$ cat src/rtl/calc_pkg.sv
// Shared types and helpers for the calculator sequencer: operator codes, FSM states,
// operator validation and the signed add/sub overflow rule.
package calc_pkg;

  typedef enum logic [2:0] {
    OP_NONE = 3'b000,
    OP_ADD  = 3'b001,
    OP_SUB  = 3'b010,
    OP_MUL  = 3'b100
  } op_t;

  typedef enum logic [2:0] {
    ST_ENTER_A = 3'd0,
    ST_ENTER_B = 3'd1,
    ST_ISSUE   = 3'd2,
    ST_WAIT    = 3'd3,
    ST_RESULT  = 3'd4,
    ST_ERROR   = 3'd5
  } state_t;

  function automatic logic op_is_valid(input logic [2:0] code);
    return (code == OP_ADD) || (code == OP_SUB) || (code == OP_MUL);
  endfunction

  // Subtraction adds -B, so B's sign is inverted; B==0 is harmless because a-0 never flips sign.
  function automatic logic add_overflow(input logic a_sign, input logic b_sign,
                                        input logic r_sign, input logic sub);
    logic b_eff;
    b_eff = sub ? ~b_sign : b_sign;
    return (a_sign == b_eff) && (r_sign != a_sign);
  endfunction

endpackage

$ cat src/rtl/calc_digit_acc.sv
// Decimal operand accumulator: builds a magnitude digit by digit with a sign flag,
// and can be loaded with a signed value (used when a result is chained into A).
module calc_digit_acc #(
  parameter int WIDTH      = 16,
  parameter int MAX_DIGITS = 4
) (
  input  logic             clk,
  input  logic             nRST,
  input  logic             clear,
  input  logic             load,
  input  logic [WIDTH-1:0] load_value,
  input  logic             neg_toggle,
  input  logic             digit_valid,
  input  logic [3:0]       digit,
  output logic [WIDTH-1:0] value
);

  localparam int CW = $clog2(MAX_DIGITS + 1);

  logic [WIDTH-1:0] mag;
  logic [CW-1:0]    count;
  logic             neg;
  logic [WIDTH-1:0] digit_ext;

  assign digit_ext = WIDTH'(digit);

  // clear together with digit_valid starts a fresh operand holding that single digit.
  always_ff @(posedge clk or negedge nRST) begin
    if (!nRST) begin
      mag   <= '0;
      count <= '0;
      neg   <= 1'b0;
    end else if (load) begin
      mag   <= load_value[WIDTH-1] ? -load_value : load_value;
      neg   <= load_value[WIDTH-1];
      count <= CW'(MAX_DIGITS);
    end else if (clear) begin
      neg <= 1'b0;
      if (digit_valid) begin
        mag   <= digit_ext;
        count <= CW'(1);
      end else begin
        mag   <= '0;
        count <= '0;
      end
    end else if (neg_toggle) begin
      neg <= ~neg;
    end else if (digit_valid && (count < CW'(MAX_DIGITS))) begin
      mag   <= mag * WIDTH'(10) + digit_ext;
      count <= count + CW'(1);
    end
  end

  assign value = neg ? -mag : mag;

endmodule

$ cat src/rtl/calc_seq_ctrl.sv
// Signed calculator sequencer: collects two operands and an operator, issues the operation
// to the add/sub or multiply unit, and handles chaining, clear, overflow and timeout.
module calc_seq_ctrl
  import calc_pkg::*;
#(
  parameter int WIDTH      = 16,
  parameter int MAX_DIGITS = 4,
  parameter int TIMEOUT    = 64
) (
  input  logic             clk,
  input  logic             nRST,
  input  logic             key_valid,
  input  logic [3:0]       key_digit,
  input  logic             neg_toggle,
  input  logic             op_valid,
  input  logic [2:0]       op_sel,
  input  logic             equal_input,
  input  logic             clear_input,
  output logic             alu_start,
  output logic             alu_sub,
  output logic [WIDTH-1:0] alu_in1,
  output logic [WIDTH-1:0] alu_in2,
  input  logic             alu_finish,
  input  logic [WIDTH-1:0] alu_out,
  output logic             mul_start,
  output logic [WIDTH-1:0] mul_in1,
  output logic [WIDTH-1:0] mul_in2,
  input  logic             mul_finish,
  input  logic [WIDTH-1:0] mul_out,
  output logic             complete,
  output logic             error,
  output logic [WIDTH-1:0] display_output,
  output state_t           dbg_state
);

  localparam int TW = (TIMEOUT > 1) ? $clog2(TIMEOUT) : 1;

  state_t           state, state_n;
  op_t              op, op_n;
  logic [WIDTH-1:0] result, result_n;
  logic [TW-1:0]    timer, timer_n;

  logic [WIDTH-1:0] a_value, b_value;
  logic a_clear, a_load, a_neg, a_dig;
  logic b_clear, b_neg, b_dig;

  // Handshake: alu_start/mul_start are single-cycle pulses in ISSUE; operands and alu_sub stay
  // stable until the selected unit's finish strobe is accepted in WAIT; finishes elsewhere are dropped.

  // One-hot event decode implementing clear > equal > op > neg > digit.
  logic op_ok, dig_ok;
  logic eq_ev, op_ev, neg_ev, dig_ev;
  assign op_ok  = op_valid && op_is_valid(op_sel);
  assign dig_ok = key_valid && (key_digit <= 4'd9);
  assign eq_ev  = !clear_input && equal_input;
  assign op_ev  = !clear_input && !equal_input && op_ok;
  assign neg_ev = !clear_input && !equal_input && !op_ok && neg_toggle;
  assign dig_ev = !clear_input && !equal_input && !op_ok && !neg_toggle && dig_ok;

  logic is_mul, sel_finish;
  assign is_mul     = (op == OP_MUL);
  assign sel_finish = is_mul ? mul_finish : alu_finish;

  always_comb begin
    state_n  = state;
    op_n     = op;
    result_n = result;
    timer_n  = timer;
    a_clear  = 1'b0;
    a_load   = 1'b0;
    a_neg    = 1'b0;
    a_dig    = 1'b0;
    b_clear  = 1'b0;
    b_neg    = 1'b0;
    b_dig    = 1'b0;
    case (state)
      ST_ENTER_A: begin
        if (op_ev) begin
          op_n    = op_t'(op_sel);
          state_n = ST_ENTER_B;
        end else if (neg_ev) begin
          a_neg = 1'b1;
        end else if (dig_ev) begin
          a_dig = 1'b1;
        end
      end
      ST_ENTER_B: begin
        if (eq_ev) begin
          state_n = ST_ISSUE;
        end else if (op_ev) begin
          op_n = op_t'(op_sel);
        end else if (neg_ev) begin
          b_neg = 1'b1;
        end else if (dig_ev) begin
          b_dig = 1'b1;
        end
      end
      ST_ISSUE: begin
        timer_n = '0;
        state_n = ST_WAIT;
      end
      ST_WAIT: begin
        if (sel_finish) begin
          result_n = is_mul ? mul_out : alu_out;
          if (!is_mul && add_overflow(a_value[WIDTH-1], b_value[WIDTH-1],
                                      alu_out[WIDTH-1], op == OP_SUB))
            state_n = ST_ERROR;
          else
            state_n = ST_RESULT;
        end else if (timer == TW'(TIMEOUT - 1)) begin
          state_n = ST_ERROR;
        end else begin
          timer_n = timer + TW'(1);
        end
      end
      ST_RESULT: begin
        if (eq_ev) begin
          a_load  = 1'b1;
          state_n = ST_ISSUE;
        end else if (op_ev) begin
          a_load  = 1'b1;
          b_clear = 1'b1;
          op_n    = op_t'(op_sel);
          state_n = ST_ENTER_B;
        end else if (dig_ev) begin
          a_clear = 1'b1;
          a_dig   = 1'b1;
          b_clear = 1'b1;
          state_n = ST_ENTER_A;
        end
      end
      ST_ERROR: ;
      default: state_n = ST_ENTER_A;
    endcase
    if (clear_input) begin
      state_n  = ST_ENTER_A;
      op_n     = OP_NONE;
      result_n = '0;
      timer_n  = '0;
      a_clear  = 1'b1;
      b_clear  = 1'b1;
    end
  end

  always_ff @(posedge clk or negedge nRST) begin
    if (!nRST) begin
      state  <= ST_ENTER_A;
      op     <= OP_NONE;
      result <= '0;
      timer  <= '0;
    end else begin
      state  <= state_n;
      op     <= op_n;
      result <= result_n;
      timer  <= timer_n;
    end
  end

  calc_digit_acc #(.WIDTH(WIDTH), .MAX_DIGITS(MAX_DIGITS)) u_acc_a (
    .clk        (clk),
    .nRST       (nRST),
    .clear      (a_clear),
    .load       (a_load),
    .load_value (result),
    .neg_toggle (a_neg),
    .digit_valid(a_dig),
    .digit      (key_digit),
    .value      (a_value)
  );

  calc_digit_acc #(.WIDTH(WIDTH), .MAX_DIGITS(MAX_DIGITS)) u_acc_b (
    .clk        (clk),
    .nRST       (nRST),
    .clear      (b_clear),
    .load       (1'b0),
    .load_value ('0),
    .neg_toggle (b_neg),
    .digit_valid(b_dig),
    .digit      (key_digit),
    .value      (b_value)
  );

  logic busy;
  assign busy = (state == ST_ISSUE) || (state == ST_WAIT);

  assign alu_start = (state == ST_ISSUE) && !is_mul && !clear_input;
  assign mul_start = (state == ST_ISSUE) && is_mul && !clear_input;
  assign alu_sub   = busy && (op == OP_SUB);
  assign alu_in1   = (busy && !is_mul) ? a_value : '0;
  assign alu_in2   = (busy && !is_mul) ? b_value : '0;
  assign mul_in1   = (busy && is_mul) ? a_value : '0;
  assign mul_in2   = (busy && is_mul) ? b_value : '0;
  assign complete  = (state == ST_RESULT);
  assign error     = (state == ST_ERROR);
  assign dbg_state = state;

  always_comb begin
    display_output = '0;
    case (state)
      ST_ENTER_A:                    display_output = a_value;
      ST_ENTER_B:                    display_output = b_value;
      ST_ISSUE, ST_WAIT, ST_RESULT:  display_output = result;
      default:                       display_output = '0;
    endcase
  end

endmodule

$ cat config.mk
export PLATFORM = sky130hd
export DESIGN_NAME = calc_seq_ctrl
export DESIGN_NICKNAME = d
export VERILOG_FILES = /design/src/rtl/calc_pkg.sv /design/src/rtl/calc_digit_acc.sv /design/src/rtl/calc_seq_ctrl.sv
export SDC_FILE = /design/constraint.sdc
export NUM_CORES = 1
export LEC_CHECK = 0
export CORE_MARGIN = 2
export CORE_UTILIZATION = 49
export CTS_CLUSTER_SIZE = 25
export DETAILED_ROUTE_END_ITERATION = 10
export PLACE_DENSITY = 0.83
export SYNTH_ARGS = -nofsm -noshare
export SYNTH_HDL_FRONTEND = slang
export SYNTH_SLANG_ARGS = --single-unit
$ cat constraint.sdc
create_clock -name clk -period 3.15 [get_ports clk]
set_input_delay 0.63 -clock clk [delete_from_list [all_inputs] [get_ports clk]]
set_output_delay 0.63 -clock clk [all_outputs]
set_load 0.02 [all_outputs]
# Word level (Yosys, flattened, before mapping)
# Index checks and enable logic that the tools add are counted.
[word_totals] output_inout_bits=88 in_bits=48 ff_bits=68 wordCells=171
[op_classes] n_eq_ne=23 addsub=8 magnitude_cmp=3 bitwise=3 reduce_logical=45 muxes=77 multipliers=2
[ops] cell="$mux W16" count=18
[ops] cell="$mux W3" count=18
[ops] cell="$neg A16 Y16" count=3
[ops] cell="$pmux W16 S3" count=1
[ops] cell="$add A16 B4 Y16" count=2
[ops] cell="$mul A16 B3 Y15 const B" count=2
[ops] cell="$mux W1" count=31
[ops] cell="$logic_and A1 B1 Y1" count=20
[ops] cell="$mux W6" count=3
[ops] cell="$ne A3 B3 Y1 const B" count=6
[ops] cell="$pmux W3 S6" count=1
[ops] cell="$eq A3 B2 Y1 const B" count=4
[ops] cell="$eq A3 B3 Y1 const B" count=4
[ops] cell="$pmux W6 S2" count=1
[ops] cell="$reduce_bool A3 Y1" count=4
[ops] cell="$mux W4" count=2
[ops] cell="$reduce_and A2 Y1" count=4
[ops] cell="$reduce_bool A2 Y1" count=4
[ops] cell="$add A3 B1 Y3 const B" count=2
[ops] cell="$add A6 B1 Y6 const B" count=1
[ops] cell="$eq A3 B1 Y1 const B" count=2
[ops] cell="$eq A6 B6 Y1 const B" count=1
[ops] cell="$lt A3 B3 Y1 const B" count=2
[ops] cell="$pmux W3 S2" count=1
[ops] cell="15 further kinds" count=24

# Logic depth before layout (Yosys ltp)
# Gate-level depths: netlist (run 1).
[logic_depth] word_depth=17 depth_mapped=10 ltp_nobuf=10

# Hierarchy
# From an unflattened synthesis (run 1), not the netlist that was laid out.
[unflattened] cells_unflattened=992 area_unflattened_um2=7842.5
[modules_own_cells] mod="calc_seq_ctrl" instances=1 area_per_inst_um2=2686.3 seq_area_each_um2=700.7 cells_per_inst=360
[modules_own_cells] mod="calc_digit_acc at u_acc_b" instances=1 area_per_inst_um2=2660.1 seq_area_each_um2=500.5 cells_per_inst=323
[modules_own_cells] mod="calc_digit_acc at u_acc_a" instances=1 area_per_inst_um2=2496.1 seq_area_each_um2=500.5 cells_per_inst=309

# Worst setup path before layout (run 1)
# Ideal clock, no wire load.
[synth_path] path_type="reg2out" start="reg u_acc_a.mag[8]" end="out display_output[15]" stages_incl_launch_ff=7 arrival_time_ns=2.428 slack_ns=0.092 required_ns=2.520 n_path_buf=0 path_cell_list="dfrtp_1 or4_4 or4_4 o31ai_4 xor2_1 mux2_2 o21ai_1"
[synth_via] elab_chain_len=3
[synth_rtl] item="start, declared" line_no="calc_digit_acc.sv:20" rtl="logic [WIDTH-1:0] mag;"
[synth_rtl] item="start signal, assigned" line_no="calc_digit_acc.sv:34" rtl="mag <= load_value[WIDTH-1] ? -load_value : load_value;"
[synth_rtl] item="start signal, assigned" line_no="calc_digit_acc.sv:40" rtl="mag <= digit_ext;"
[synth_rtl] item="start signal, assigned" line_no="calc_digit_acc.sv:49" rtl="mag <= mag * WIDTH'(10) + digit_ext;"
[synth_rtl] item="$neg A16 Y16" line_no="calc_digit_acc.sv:54" rtl="assign value = neg ? -mag : mag;"
[synth_rtl] item="$mux W16" line_no="calc_digit_acc.sv:54"
[synth_rtl] item="$pmux W16 S3" line_no="calc_seq_ctrl.sv:199" rtl="case (state)"
[synth_rtl] item="end, declared" line_no="calc_seq_ctrl.sv:32" rtl="output logic [WIDTH-1:0] display_output,"
# Every way passes these cells.

# Final worst setup path (run 1)
[layout_path] start="reg u_acc_b.mag[3]" end="out display_output[12]"
[layout_via] elab_chain_len=3
[layout_rtl] item="start, declared" line_no="calc_digit_acc.sv:20"
[layout_rtl] item="start signal, assigned" line_no="calc_digit_acc.sv:34"
[layout_rtl] item="start signal, assigned" line_no="calc_digit_acc.sv:40"
[layout_rtl] item="start signal, assigned" line_no="calc_digit_acc.sv:49"
[layout_rtl] item="$neg A16 Y16" line_no="calc_digit_acc.sv:54"
[layout_rtl] item="$mux W16" line_no="calc_digit_acc.sv:54"
[layout_rtl] item="$pmux W16 S3" line_no="calc_seq_ctrl.sv:199"
# Every way passes these cells.

==> results by group, run 1 <==
Critical path
  • Setup CP Type: reg -> out
  • Reg2reg setup slack: -0.03 ns
  • Worst Path Buf+Inv: 2
  • Worst Setup Start Kind: flip-flop
  • CP endpoint kind: output port
  • Worst-path fanout max: 3
  • Critical-path cell list: nor4_4 -> nand2_1 -> or4_4 -> o41ai_4 -> xor2_1 -> buf_4 -> mux2_4 -> o21ai_2 -> buf_6
  • Cell family with most CP delay: simple AND/OR/NAND/NOR gates
  • Arr. time, crit path: between 2 and 3 ns
  • Crit-path max cell delay: about 0.48 ns
  • CP max-delay cell: or4_4
  • Critical Path RT: approximately 2.5 ns

Cells and area
  • Commonest cells after routing, fill and taps aside: 153 x buf_4, 116 x nor2_1, 91 x nand2_1
  • NumNets Final: around 1300
  • Post-Route Utilization: between 70% and 80%
  • Syn-to-layout area delta: 49.8%
  • Final instance area: between 10000 and 15000 µm²
  • Fin cells: between 1000 and 1500
  • Layout cell share with drive strength beyond 1: between 20% and 30%
  • Diodes inserted: 0
  • Fillers: approximately 900
  • Most common cell after layout, fill and taps aside: buf_4

Pwr
  • Part of the power in registers: 28.1%
  • Peak VDD IR: roughly 0.00025 V
  • Leak: approximately 4.9 nW
  • Pwr/cell area: between 300 and 400 nW/µm²
  • Sw Share: about a third
  • Pint: ~2.2 mW
  • Psw: roughly 1.1 mW
  • Logic pwr share: between 30% and 40%
  • Tot Pwr: 3.27 mW
  • Clock share of power: 35.2%

Timing
  • Slew @ Worst Pin: between 0.8 and 0.9 ns
  • Setup slack after layout: -0.241 ns
  • Fmax: slightly below 300 MHz
  • Final hold viol count: 0
  • Hold_ws: 0.301 ns
  • Post-route minimum period: around 3.4 ns
  • Post-Route Setup TNS: -1.58 ns
  • Max Slew Vio Count: 0
  • Endpoints failing setup: 19
  • Worst rel slew slack: between 40% and 50%
  • Final Skew: 0.0103 ns
  • RSZ-0062 raised after global routing: true
  • Final worst path period share: 108%

Clock network
  • CTS H-Tree Depth: 3
  • Clock transition at path regs: about 0.060 ns
  • CTS buffer count: 9
  • Hold-fix buffers at CTS: 0
  • Clk root buf: clkbuf_16
  • Clock Sinks: 68
  • Clock latency on the worst-skew pair: 0.35 ns
  • Clock tree from TritonCTS: yes
  • Max Root-Sink Buffers: 2

Job
  • Max-cap viol count: 0

Drt
  • DRT Pass-1 Iters: 7
  • DRT antenna net count: 0
  • Initial DRC Count: between 1000 and 1500
  • Detailed Route WL: around 27000 µm
  • Vias per std cell: 6.32
  • Detailed-route wire length per cell: slightly above 20 µm
  • Vias: 8390
  • Drt drc: 0

Placed design
  • Post-DP Area: around 9500 µm²
  • Gpl congestion: around 0.96
  • Placed Cells: ~1300
  • Setup WS pre-CTS: -0.371 ns
  • Port Buffers: 135
  • Hpwl dp: between 15000 and 20000 µm

Run status
  • Status: finished with violations
  • Failing checks: negative setup slack

Synth
  • Unique masters post-synth: 80
  • Synth area leader: dfrtp_1
  • Total nets after synthesis: 986
  • Synth warnings: 0
  • Synth area leaders: dfrtp_1 24%, ha_1 10%, nor2_1 6.7%
  • Top_reg_cell synth: dfrtp_1
  • Syn Area/Cell: around 8 µm²
  • EDFF count, synth: 0
  • Synth Instances: slightly below 900
  • Yosys top cell area share: between 20% and 30%
  • Asr flop ratio synth: 100%
  • #FFs+latches synth: 68
  • Cell area after synthesis: 7040 µm²
  • Register area share after synthesis: 24.2%

Global route
  • Number of global-route vias before repair: a little under 8000
  • Grt ovf: 0
  • First-pass GRT wire length: about 40000 µm
  • Antenna violations before repair: 0
  • Largest net degree at the start of global routing: 69
  • GRT Resource Usage Total: between 30 and 40%

Hold path
  • Min-delay worst type: in -> async

Floorplanning
  • Die Y: ~120 µm
  • Core area: ~14000 µm²
  • Starting Density: around half
  • Die area: about 15000 µm²
  • Die Span X: ~120 µm
  • Ports: roughly 140
  • Row count: 43
==> cell type report <==
| type | instances | area, µm² | area share (%) |
|---|---|---|---|
| Timing Repair Buffer | 294 | 2550 | 24.2 |
| Clock inverter | 5 | 82.6 | 0.783 |
| Clock buffer | 11 | 253 | 2.40 |
| Tap cell | 180 | 225 | 2.14 |
| Sequential cell | 68 | 1700 | 16.2 |
| Inverter | 21 | 78.8 | 0.748 |
| Multi-Input combinational cell | 749 | 5650 | 53.6 |
==> sequential cells by signal, summed over array words and instances (netlist names) <==
name	flops
dbg_state	3
op	3
result	16
timer	6
u_acc_a.count	3
u_acc_a.mag	16
u_acc_a.neg	1
u_acc_b.count	3
u_acc_b.mag	16
u_acc_b.neg	1
==> Yosys cell counts (5+ instances only) <==
master	count
o31ai_1	13
dfrtp_1	68
xnor2_1	34
nor2b_1	8
ha_1	58
nand2b_1	10
nor4_1	6
nand2_1	96
mux2_2	7
a21o_1	8
inv_1	20
o21ai_0	65
xor2_1	53
a32o_1	7
a21oi_1	39
or4_1	5
mux2i_1	28
nor2_1	125
and3_1	5
nor3_1	23
nor3b_1	11
buf_2	5
nand3_1	20
nand4_1	10
o211ai_1	5
a22o_1	7
clkbuf_1	30
==> worst paths after layout <==
| check | from | end | cells after the start |
|---|---|---|---|
| worst max-delay path | u_acc_b.mag[3] | display_output[12] | 9 |
| worst min-delay path | nRST | u_acc_a.mag[6] | 2 |
| worst max register to register | u_acc_a.mag[3] | u_acc_a.mag[15] | 14 |
| worst min register to register | u_acc_b.count[2] | u_acc_b.count[2] | 2 |
| max in group asynchronous | nRST | u_acc_b.neg | 2 |
| min in group clk | u_acc_b.count[2] | u_acc_b.count[2] | 2 |
==> power by group through the flow <==
| stage | sequential (mW) | clock (mW) | combinational (mW) |
|---|---|---|---|
| after floorplan | 0.937 | 0 | 0.530 |
| after global placement | 0.929 | 0 | 0.990 |
| after detailed placement | 0.930 | 0 | 1.01 |
| after CTS | 0.916 | 1.14 | 1.04 |
| after global routing | 0.920 | 1.17 | 1.27 |
| final | 0.919 | 1.15 | 1.20 |
==> routing by layer <==
layer | vias up | GRT usage [%] | part of all wire (%)
li1 | 3699 | - | -
met1 | 3955 | 39.5 | 36
met2 | 580 | 56.6 | 48
met3 | 154 | 8.01 | 9.9
met4 | 2 | 15.3 | 6.0
met5 | - | 2.43 | 0.16
==> what timing repair did <==
action,4_1_cts,5_1_grt
pin swaps,20,44
setup buffers,12,17
resized for setup,179,121
setup endpoints to repair,54,70
==> logic make-up (layout without fill, tap and decap cells) <==
group | count (synthesis) | in the layout | share of synthesized area (%)
adders and majority gates | 62 | 62 | 11.4
muxes | 35 | 35 | 5.10
AOI/OAI and AO/OA | 208 | 208 | 20.1
buffers and inverters | 59 | 331 | 3.39
and+or+nand+nor | 356 | 356 | 24.6
xor gates and xnor gates | 88 | 88 | 11.2
DFF | 68 | 68 | 24.2
Note: power is estimated with default switching activity, not from simulation.
==> inputs of run 2 (changes only) <==
--- a/config.mk
+++ b/config.mk
@@ -5,11 +5,14 @@
 export SDC_FILE = /design/constraint.sdc
 export NUM_CORES = 1
 export LEC_CHECK = 0
+export CELL_PAD_IN_SITES_DETAIL_PLACEMENT = 1
+export CELL_PAD_IN_SITES_GLOBAL_PLACEMENT = 2
 export CORE_MARGIN = 2
-export CORE_UTILIZATION = 49
+export CORE_UTILIZATION = 28
 export CTS_CLUSTER_SIZE = 25
 export DETAILED_ROUTE_END_ITERATION = 10
-export PLACE_DENSITY = 0.83
+export PLACE_DENSITY = 0.82
+export SKIP_CTS_REPAIR_TIMING = 1
 export SYNTH_ARGS = -nofsm -noshare
 export SYNTH_HDL_FRONTEND = slang
 export SYNTH_SLANG_ARGS = --single-unit
==> results by group, run 2 (synthesis gave the netlist of run 1 again) <==
Cells and area
  • Top Registers: result (16), u_acc_a.mag (16), u_acc_b.mag (16)
  • Most common cell after layout, fill and taps aside: buf_4
  • Diodes inserted: 0 (unchanged)
  • Fin cells: 1492 (+12%)
  • Layout cell share with drive strength beyond 1: 27.0% (about the same)
  • Post-Route Utilization: 43.4% (-32 points)
  • Commonest cells after routing, fill and taps aside: 171 x buf_4, 115 x nor2_1, 92 x nand2_1
  • NumNets Final: 1268 (+1.2%)
  • Syn-to-layout area delta: 54.0%

Critical path
  • CP max-delay cell: or4_4
  • Arr. time, crit path: 2.84 ns (+0.08 ns)
  • Worst Setup Start Kind: flip-flop
  • Critical-path cell list: nor4_4 -> nand2_1 -> or4_4 -> buf_6 -> o31ai_4 -> xor2_1 -> nand2_1 -> a32o_2 -> buf_6
  • Crit-path max cell delay: 0.46 ns (-0.02 ns)
  • Critical Path RT: 2.52 ns (about the same)
  • Worst Path Buf+Inv: 2 (unchanged)
  • CP endpoint kind: output port
  • Cell family with most CP delay: simple AND/OR/NAND/NOR gates
  • Worst-path fanout max: 2 (-1)
  • Setup CP Type: reg -> out

Drt
  • Vias per std cell: 5.23 (-17%)
  • Initial DRC Count: 359 (-68%)
  • DRT antenna net count: 0 (unchanged)
  • Detailed Route WL: 29700 µm (+9.0%)
  • Drt drc: 0 (unchanged)
  • Vias: 7800 (-7.0%)
  • Detailed-route wire length per cell: 19.9 µm (-3.0%)
  • DRT Pass-1 Iters: 4 (-3)

Floorplanning
  • Die Y: 163 µm (+31%)
  • Die Span X: 163 µm (+31%)
  • Row count: 58 (+35%)
  • Core area: 25000 µm² (+79%)
  • Starting Density: 28.2% (-22 points)
  • Ports: 136 (unchanged)
  • Die area: 26400 µm² (+72%)

Clock network
  • Clock latency on the worst-skew pair: 0.35 ns (about the same)
  • Clock Sinks: 68 (unchanged)
  • CTS H-Tree Depth: 3 (unchanged)
  • Clk root buf: clkbuf_16
  • Clock transition at path regs: 0.06 ns (about the same)
  • CTS buffer count: 9 (unchanged)
  • Max Root-Sink Buffers: 2 (unchanged)
  • Clock tree from TritonCTS: yes

Global route
  • Antenna violations before repair: 0 (unchanged)
  • First-pass GRT wire length: 44800 µm (+14%)
  • Grt ovf: 0 (unchanged)
  • GRT Resource Usage Total: 21.9% (-11 points)
  • Number of global-route vias before repair: 8001 (+3.9%)
  • Largest net degree at the start of global routing: 31 (-55%)

Timing
  • Max Slew Vio Count: 0 (unchanged)
  • Worst rel slew slack: 50.8% (+9.7 points)
  • Final worst path period share: 110% (+2.7 points)
  • Final Skew: 0.00801 ns (-0.00228 ns)
  • Slew @ Worst Pin: 0.738 ns (-0.133 ns)
  • Setup slack after layout: -0.325 ns (-0.0840 ns)
  • Final hold viol count: 0 (unchanged)
  • Fmax: 288 MHz (-2.4%)
  • Post-route minimum period: 3.47 ns (+0.0840 ns)
  • Endpoints failing setup: 17 (-2)
  • Post-Route Setup TNS: -1.91 ns (-0.329 ns)
  • RSZ-0062 raised after global routing: true

Placed design
  • Hpwl dp: 23600 µm (+25%)
  • Port Buffers: 135 (unchanged)
  • Setup WS pre-CTS: -0.395 ns (-0.0233 ns)
  • Gpl congestion: 0.909 (-4.9%)
  • Placed Cells: 1460 (+13%)

Pwr
  • Clock share of power: 33.6% (-1.6 points)
  • Pint: 2.17 mW (-1.0%)
  • Psw: 1.06 mW (-1.7%)
  • Peak VDD IR: 0.000243 V (-2.7%)
  • Sw Share: 32.9% (-0.15 points)
  • Pwr/cell area: 298 nW/µm² (-3.9%)
  • Logic pwr share: 38.0% (+1.4 points)
  • Tot Pwr: 3.23 mW (-1.2%)
  • Part of the power in registers: 28.4% (+0.3 points)
  • Leak: 5.16 nW (+5.2%)

Job
  • Max-cap viol count: 0 (unchanged)

Hold path
  • Min-delay worst type: in -> async

Run status
  • Status: finished with violations
  • Failing checks: negative setup slack
==> run 2: cell types whose count changed in the layout (fill, tap and decap cells not counted), moves of 4 or more <==
cell | previous run | this run
dlymetal6s2s_1 | 13 | 31
buf_4 | 153 | 171
clkdlybuf4s50_1 | 75 | 79
buf_2 | 13 | 2
clkbuf_2 | 3 | 8
dlygate4sd2_1 | 14 | 0
==> run 2: worst reg2reg max path, cell delays in order, from the launching register on <==
cell	delay (ns)
dfrtp_1	0.42
buf_6	0.15
ha_4	0.21
ha_4	0.16
fa_2	0.43
buf_6	0.15
xor2_4	0.16
o2111ai_2	0.17
nor4b_2	0.29
buf_4	0.15
nand4_1	0.15
buf_4	0.18
xnor2_1	0.11
a221o_1	0.28
==> run 2: metrics by stage <==
stage | instance area, µm² | hold WS, ns
floorplan | 7040 | 0.334
finish | 10800 | 0.339
CTS | 10100 | 0.360
global route | 10800 | 0.388
detailed placement | 9830 | 0.508
global placement | 9830 | 0.492
==> run 2: layout make-up <==
cell class              count  area, µm²
well taps                 330        413
clock inverters             5       77.6
repair buffers            309       2720
inverters                  21       78.8
multi-input cells         749       5620
flip-flops and latches     68       1700
fillers                  2963      14100
clock buffers              10        229
==> run 2: worst paths after layout <==
path                           startpoint            endpoint  slack, ns  cells after the start
min in group clk                 timer[0]            timer[0]       0.52                      1
max reg2reg                u_acc_a.mag[3]     u_acc_a.mag[13]       0.01                     13
max                        u_acc_b.mag[4]  display_output[14]      -0.32                      9
min reg2reg                      timer[0]            timer[0]       0.52                      1
min                                  nRST     u_acc_a.mag[14]       0.34                      1
max in group asynchronous            nRST      u_acc_b.mag[9]       1.94                      3
==> run 2: power by group through the flow <==
stage | logic, mW | registers (mW) | clock network [mW]
floorplan | 0.530 | 0.937 | 0
global placement | 1.07 | 0.927 | 0
detailed placement | 1.09 | 0.928 | 0
CTS | 1.09 | 0.913 | 1.11
global route | 1.32 | 0.917 | 1.13
finish | 1.23 | 0.916 | 1.08
==> run 2: layer usage <==
layer / part of all wire [%] / wire [µm] / global-route usage [%]
met4: 2.5 / 731 / 5.07
met1: 42 / 12600 / 27.8
met5: 0 / 0 / 0
met2: 51 / 15000 / 38.8
met3: 4.5 / 1330 / 3.69
==> inputs of run 3 (changes only) <==
--- a/config.mk
+++ b/config.mk
@@ -8,10 +8,10 @@
 export CELL_PAD_IN_SITES_DETAIL_PLACEMENT = 1
 export CELL_PAD_IN_SITES_GLOBAL_PLACEMENT = 2
 export CORE_MARGIN = 2
-export CORE_UTILIZATION = 28
+export CORE_UTILIZATION = 26
 export CTS_CLUSTER_SIZE = 25
 export DETAILED_ROUTE_END_ITERATION = 10
-export PLACE_DENSITY = 0.82
+export PLACE_DENSITY = 0.77
 export SKIP_CTS_REPAIR_TIMING = 1
 export SYNTH_ARGS = -nofsm -noshare
 export SYNTH_HDL_FRONTEND = slang
==> results by group, run 3 (synthesis gave the netlist of run 1 again) <==
Critical path
  • Critical Path RT: 2.52 ns (about the same)
  • Reg-to-reg startpoint: u_acc_a.mag[3]
  • CP max-delay cell: or4_4
  • Worst-path fanout max: 3 (+1)
  • Setup CP Type: reg -> out
  • Critical-path cell list: nor4_4 -> nand2_2 -> or4_4 -> o41ai_4 -> xor2_1 -> buf_4 -> mux2_2 -> o21ai_2 -> buf_6
  • Crit-path max cell delay: 0.47 ns (about the same)
  • Worst Setup Start Kind: flip-flop
  • Reg2reg setup slack: 0.03 ns (+0.02 ns)
  • Worst Path Buf+Inv: 2 (unchanged)
  • Arr. time, crit path: 2.85 ns (about the same)
  • CP endpoint kind: output port
  • Cell family with most CP delay: simple AND/OR/NAND/NOR gates
  • Critical path launch point: u_acc_b.mag[4]

Cells and area
  • Top Registers: result (16), u_acc_a.mag (16), u_acc_b.mag (16)
  • Syn-to-layout area delta: 54.7%
  • Most common cell after layout, fill and taps aside: buf_4
  • Fillers: 3179 (+7.3%)
  • Diodes inserted: 0 (unchanged)
  • NumNets Final: 1272 (+0.32%)
  • Final instance area: 10900 µm² (+0.40%)
  • Commonest cells after routing, fill and taps aside: 173 x buf_4, 114 x nor2_1, 89 x nand2_1
  • Layout cell share with drive strength beyond 1: 28.2% (+1.2 points)

Timing
  • Setup slack after layout: -0.330 ns (-0.00461 ns)
  • Final worst path period share: 110% (+0.15 points)
  • Post-route minimum period: 3.48 ns (+0.00461 ns)
  • Final Skew: 0.00544 ns (-0.00257 ns)
  • Post-Route Setup TNS: -2.06 ns (-0.155 ns)
  • Final hold viol count: 0 (unchanged)
  • Max Slew Vio Count: 0 (unchanged)
  • Fmax: 287 MHz (-0.13%)
  • Endpoints failing setup: 17 (unchanged)
  • RSZ-0062 raised after global routing: true
  • Worst rel slew slack: 46.7% (-4.1 points)
  • Slew @ Worst Pin: 0.799 ns (+0.0616 ns)

Global route
  • Antenna violations before repair: 0 (unchanged)
  • Number of global-route vias before repair: 8127 (+1.6%)
  • Largest net degree at the start of global routing: 40 (+29%)
  • First-pass GRT wire length: 45400 µm (+1.4%)
  • Grt ovf: 0 (unchanged)
  • GRT Resource Usage Total: 20.6% (-1.3 points)

Drt
  • Drt drc: 0 (unchanged)
  • Detailed Route WL: 29800 µm (+0.32%)
  • DRT antenna net count: 0 (unchanged)
  • Initial DRC Count: 353 (-1.7%)
  • Vias: 7815 (+0.19%)
  • Detailed-route wire length per cell: 19.8 µm (-0.74%)
  • Vias per std cell: 5.18 (-0.87%)
  • DRT Pass-1 Iters: 5 (+1)

Pwr
  • Leak: 5.18 nW (+0.36%)
  • Pwr/cell area: 286 nW/µm² (-3.7%)
  • Pint: 2.04 mW (-5.6%)
  • Part of the power in registers: 29.4% (+1.0 points)
  • Peak VDD IR: 0.000247 V (+1.7%)
  • Sw Share: 34.5% (+1.6 points)
  • Psw: 1.08 mW (+1.3%)
  • Logic pwr share: 39.6% (+1.6 points)
  • Clock share of power: 31.0% (-2.6 points)

Floorplanning
  • Die Y: 169 µm (+3.7%)
  • Ports: 136 (unchanged)
  • Die Span X: 169 µm (+3.7%)
  • Row count: 60 (+3.4%)
  • Starting Density: 26.3% (-1.9 points)
  • Die area: 28400 µm² (+7.5%)
  • Core area: 26800 µm² (+7.4%)

Run status
  • Failing checks: negative setup slack
  • Status: finished with violations

Placed design
  • Post-DP Area: 9880 µm² (+0.50%)
  • Port Buffers: 135 (unchanged)
  • Setup WS pre-CTS: -0.464 ns (-0.0696 ns)
  • Hpwl dp: 23500 µm (-0.47%)
  • Gpl congestion: 0.932 (+2.6%)

Clock network
  • Clock tree from TritonCTS: yes
  • Clock latency on the worst-skew pair: 0.35 ns (about the same)
  • Clk root buf: clkbuf_16
  • CTS buffer count: 9 (unchanged)
  • Max Root-Sink Buffers: 2 (unchanged)
  • Clock Sinks: 68 (unchanged)
  • Clock transition at path regs: 0.05 ns (about the same)
  • CTS H-Tree Depth: 3 (unchanged)

Job
  • Max-cap viol count: 0 (unchanged)

Hold path
  • Min-delay worst type: in -> async
[run 3: routing by layer]
metal | track usage, % | vias up | wire length [µm]
li1 | - | 3726 | -
met4 | 7.20 | 0 | 956
met3 | 4.47 | 54 | 1390
met1 | 25.3 | 3840 | 12700
met2 | 35.6 | 195 | 14700
met5 | 0 | - | 0
[run 3: worst reg2reg max path, cell delays in order, from the launching register on]
cell	delay (ns)
dfrtp_1	0.39
buf_6	0.14
ha_4	0.27
ha_4	0.13
fa_2	0.26
a211oi_4	0.08
buf_4	0.14
or3b_1	0.35
and3_2	0.24
buf_4	0.16
nor2_2	0.14
nand4_1	0.13
buf_4	0.17
xnor2_1	0.12
a221o_1	0.28
[run 3: per-stage QoR]
| step | cells | power [mW] | hold WS (ns) | util, % |
|---|---|---|---|---|
| floorplan | 876 | 1.47 | 0.334 | - |
| global placement | 1474 | 2.00 | 0.492 | 36.9 |
| detailed placement | 1474 | 2.02 | 0.493 | 36.9 |
| CTS | 1490 | 3.00 | 0.387 | 37.9 |
| global route | 1508 | 3.27 | 0.411 | 40.6 |
| finish | 1508 | 3.12 | 0.370 | 40.6 |
[run 3: power groups by stage]
stage / registers [mW] / clock network (mW) / logic (mW)
after global placement: 0.927 / 0 / 1.08
final: 0.917 / 0.966 / 1.24
after detailed placement: 0.929 / 0 / 1.10
after CTS: 0.914 / 0.987 / 1.10
after floorplan: 0.937 / 0 / 0.530
after global routing: 0.918 / 1.02 / 1.33
[run 3: worst paths after layout]
path	cells past startpoint	to
hold / removal	1	u_acc_a.mag[10]
hold reg to reg	1	timer[0]
max in group asynchronous	2	timer[4]
min in group clk	1	timer[0]
setup reg to reg	14	u_acc_a.mag[13]
setup / recovery	9	display_output[12]
[run 3: final cells by class]
type | instances | area, µm² | share of cell area [%]
clock buffer | 12 | 256 | 2.36
inverter | 21 | 78.8 | 0.724
tap | 341 | 427 | 3.92
timing repair buffer | 313 | 2740 | 25.2
multi-input combinational | 749 | 5660 | 52.0
sequential | 68 | 1700 | 15.6
clock inverter | 4 | 23.8 | 0.218
==> patch (config.mk and constraints of run 2) <==
The parameter `TIMEOUT` goes from 64 to 128.
--- a/src/rtl/calc_seq_ctrl.sv
+++ b/src/rtl/calc_seq_ctrl.sv
@@ -5,7 +5,7 @@
 #(
   parameter int WIDTH      = 16,
   parameter int MAX_DIGITS = 4,
-  parameter int TIMEOUT    = 64
+  parameter int TIMEOUT    = 128
 ) (
   input  logic             clk,
   input  logic             nRST,
Check against the original RTL: no difference found for any inputs over 4 cycles, from zero or initial values and one cycle with nRST low; that may be too few to reach the edited logic, so the function may still have changed.
==> patch against run 2 <==
The run still ends with negative setup slack left; global-route usage decreased by 0.48 points; total power rose by 40%; largest cell class unchanged; routed wire length down 1.5%; sequential cell count rose by 1; synthesized area fell by 0.48%; first-iteration DRC count up 7.0%; cell area increased by 0.76%; critical path depth up 1; cell count rose by 2.1%; sequential power is 8.8% higher; worst setup slack got worse by 47 ps; critical path type unchanged; synthesized cell count is 4.7% higher; count of clock-buffer cells in the layout down 1.
==> patch: results (changes against run 2) <==
Placement
  • RePlAce Congestion: 0.8908 (was 0.9085)
  • Post-DP Area: 0.009733 sq mm (was 0.009834 sq mm)
  • DPL Wire Length: 22,270 um (was 23,600 um)
  • Placed Cells: 1,481 (was 1,460)

Routing
  • Met3 wire length: 1067 um (was 1330 um)
  • DRT met1 WL: 12,820 um (was 12,600 um)
  • Detailed Routing Iterations Pass 1: 4 (unchanged)
  • Drt initial violations: 384 (was 359)
  • Drt total wl: 29,260 um (was 29,710 um)
  • WL/cell: 19.21 um (was 19.91 um)
  • Via density: 5.224 (was 5.228)
  • WL met2: 14,790 um (was 15,050 um)

STA
  • Setup TNS: -1871 ps (was -1908 ps)
  • Post-route setup slack: -372.1 ps (was -324.9 ps)
  • Slew HR: 36.11% (was 50.82%)
  • Final setup fails: 18 (was 17)
  • Clock skew: 10.63 ps (was 8.007 ps)

Setup path
  • CP arrival: 2890 ps (was 2840 ps)
  • Slowest cell on the critical path: dfrtp_1 (was or4_4)
  • Max FO, Critical Path: 4 (was 2)

Status
  • Failing checks: negative setup slack (unchanged)
  • Status: finished, violations left (unchanged)

Yosys
  • Syn nets: 1,027 (was 986)
  • Top cells by count, synth: nor2_1, nand2_1, o21ai_0 (was nor2_1, nand2_1, dfrtp_1)
  • Distinct cells, synth: 66 (was 80)
  • Ys flop type: dfrtp_1 (unchanged)
  • Largest cells by area after synthesis: dfrtp_1, ha_1, nor2_1 (unchanged)
  • Sequential area share after synthesis: 24.65% (was 24.17%)
  • Syn_area_per_cell: 7.640 sq um (was 8.036 sq um)

Power
  • Max VDD drop: 0.2463 mV (was 0.2430 mV)
  • P_int: 2.787 mW (was 2.165 mW)
  • Leakage power: 5.396 nW (was 5.158 nW)

Global route
  • Vias in the first global route: 8,095 (was 8,001)
  • First-pass GRT wire length: 44,390 um (was 44,750 um)
  • Gr usage total: 21.40% (was 21.88%)
  • Largest net degree at the start of global routing: 70 (was 31)

Clock network
  • CTS Buffer Depth: 2 (unchanged)
  • Number of CTS-inserted buffers: 9 (unchanged)

Cells and area
  • Final nets: 1,305 (was 1,268)
  • Fraction of final layout cells with drive strength greater than 1: 26.61% (was 27.02%)
patch: worst paths after layout:
check                                             start                           end  slack (ps)  depth (start not counted)
max                          u_acc_a.mag[3]$_DFFE_PN0P_            display_output[15]        -370                         10
min                                                nRST          timer[1]$_DFFE_PN0P_         490                          2
max reg2reg                  u_acc_a.mag[0]$_DFFE_PN0P_   u_acc_a.mag[13]$_DFFE_PN0P_           0                         14
min in group clk           u_acc_a.count[0]$_DFFE_PN0P_  u_acc_a.count[0]$_DFFE_PN0P_         490                          1
max in group asynchronous                          nRST       u_acc_a.neg$_DFFE_PN0P_        1910                          2
min reg2reg                u_acc_a.count[0]$_DFFE_PN0P_  u_acc_a.count[0]$_DFFE_PN0P_         490                          1
patch: power groups by stage:
| stage | sequential, mW | combinational (mW) | clock (mW) |
|---|---|---|---|
| 2_1_floorplan | 1.01 | 1.13 | 0 |
| 3_3_place_gp | 0.991 | 2.08 | 0 |
| 3_5_place_dp | 0.995 | 2.12 | 0 |
| 4_1_cts | 0.980 | 2.13 | 1.12 |
| 5_1_grt | 1.00 | 2.62 | 1.16 |
| 6_report | 0.997 | 2.42 | 1.10 |
patch: kinds of logic (layout without fill, tap and decap cells):
group / Yosys count / after routing / synth area share, %
AOI/OAI and AO/OA: 246 / 246 / 22.20
xor gates and xnor gates: 87 / 87 / 11.18
adders and majority gates: 62 / 62 / 11.50
buffers and inverters: 71 / 353 / 3.894
DFF: 69 / 69 / 24.65
muxes: 24 / 24 / 3.447
and+or+nand+nor: 358 / 358 / 23.13
patch: worst reg2reg max path, cell delays in order (launching register included):
cell     delay [ps]
dfrtp_1         410
buf_4           160
ha_1            220
ha_4            180
fa_2            420
buf_6           140
a21o_1          180
a21oi_4         190
xnor2_2         160
nand3_2         150
nor4_2          290
buf_4           150
buf_4           100
xnor2_1          50
o31ai_1         250
patch: metrics by stage:
| step | setup WS, ps | hold slack [ps] |
|---|---|---|
| finish | -372.1 | 491.8 |
| global route | -468.7 | 562.7 |
| CTS | -785.2 | 494.6 |
| detailed placement | -442.3 | 484.8 |
| global placement | -352.1 | 478.7 |
| floorplan | -3.878 | 334.4 |
patch: layer usage:
| layer | GRT usage, % | up-vias |
|---|---|---|
| li1 | - | 3800 |
| met1 | 27.72 | 3947 |
| met2 | 37.54 | 180 |
| met3 | 2.707 | 29 |
| met4 | 5.752 | 0 |
| met5 | 0 | - |
patch: layout make-up:
class | instances | area (sq um) | share of cell area, %
multi-input cells | 777 | 5610 | 51.35
repair buffers | 314 | 2769 | 25.34
flip-flops and latches | 69 | 1734 | 15.87
well taps | 324 | 405.4 | 3.710
clock buffers | 9 | 225.2 | 2.061
inverters | 24 | 92.59 | 0.8475
clock inverters | 6 | 88.84 | 0.8131
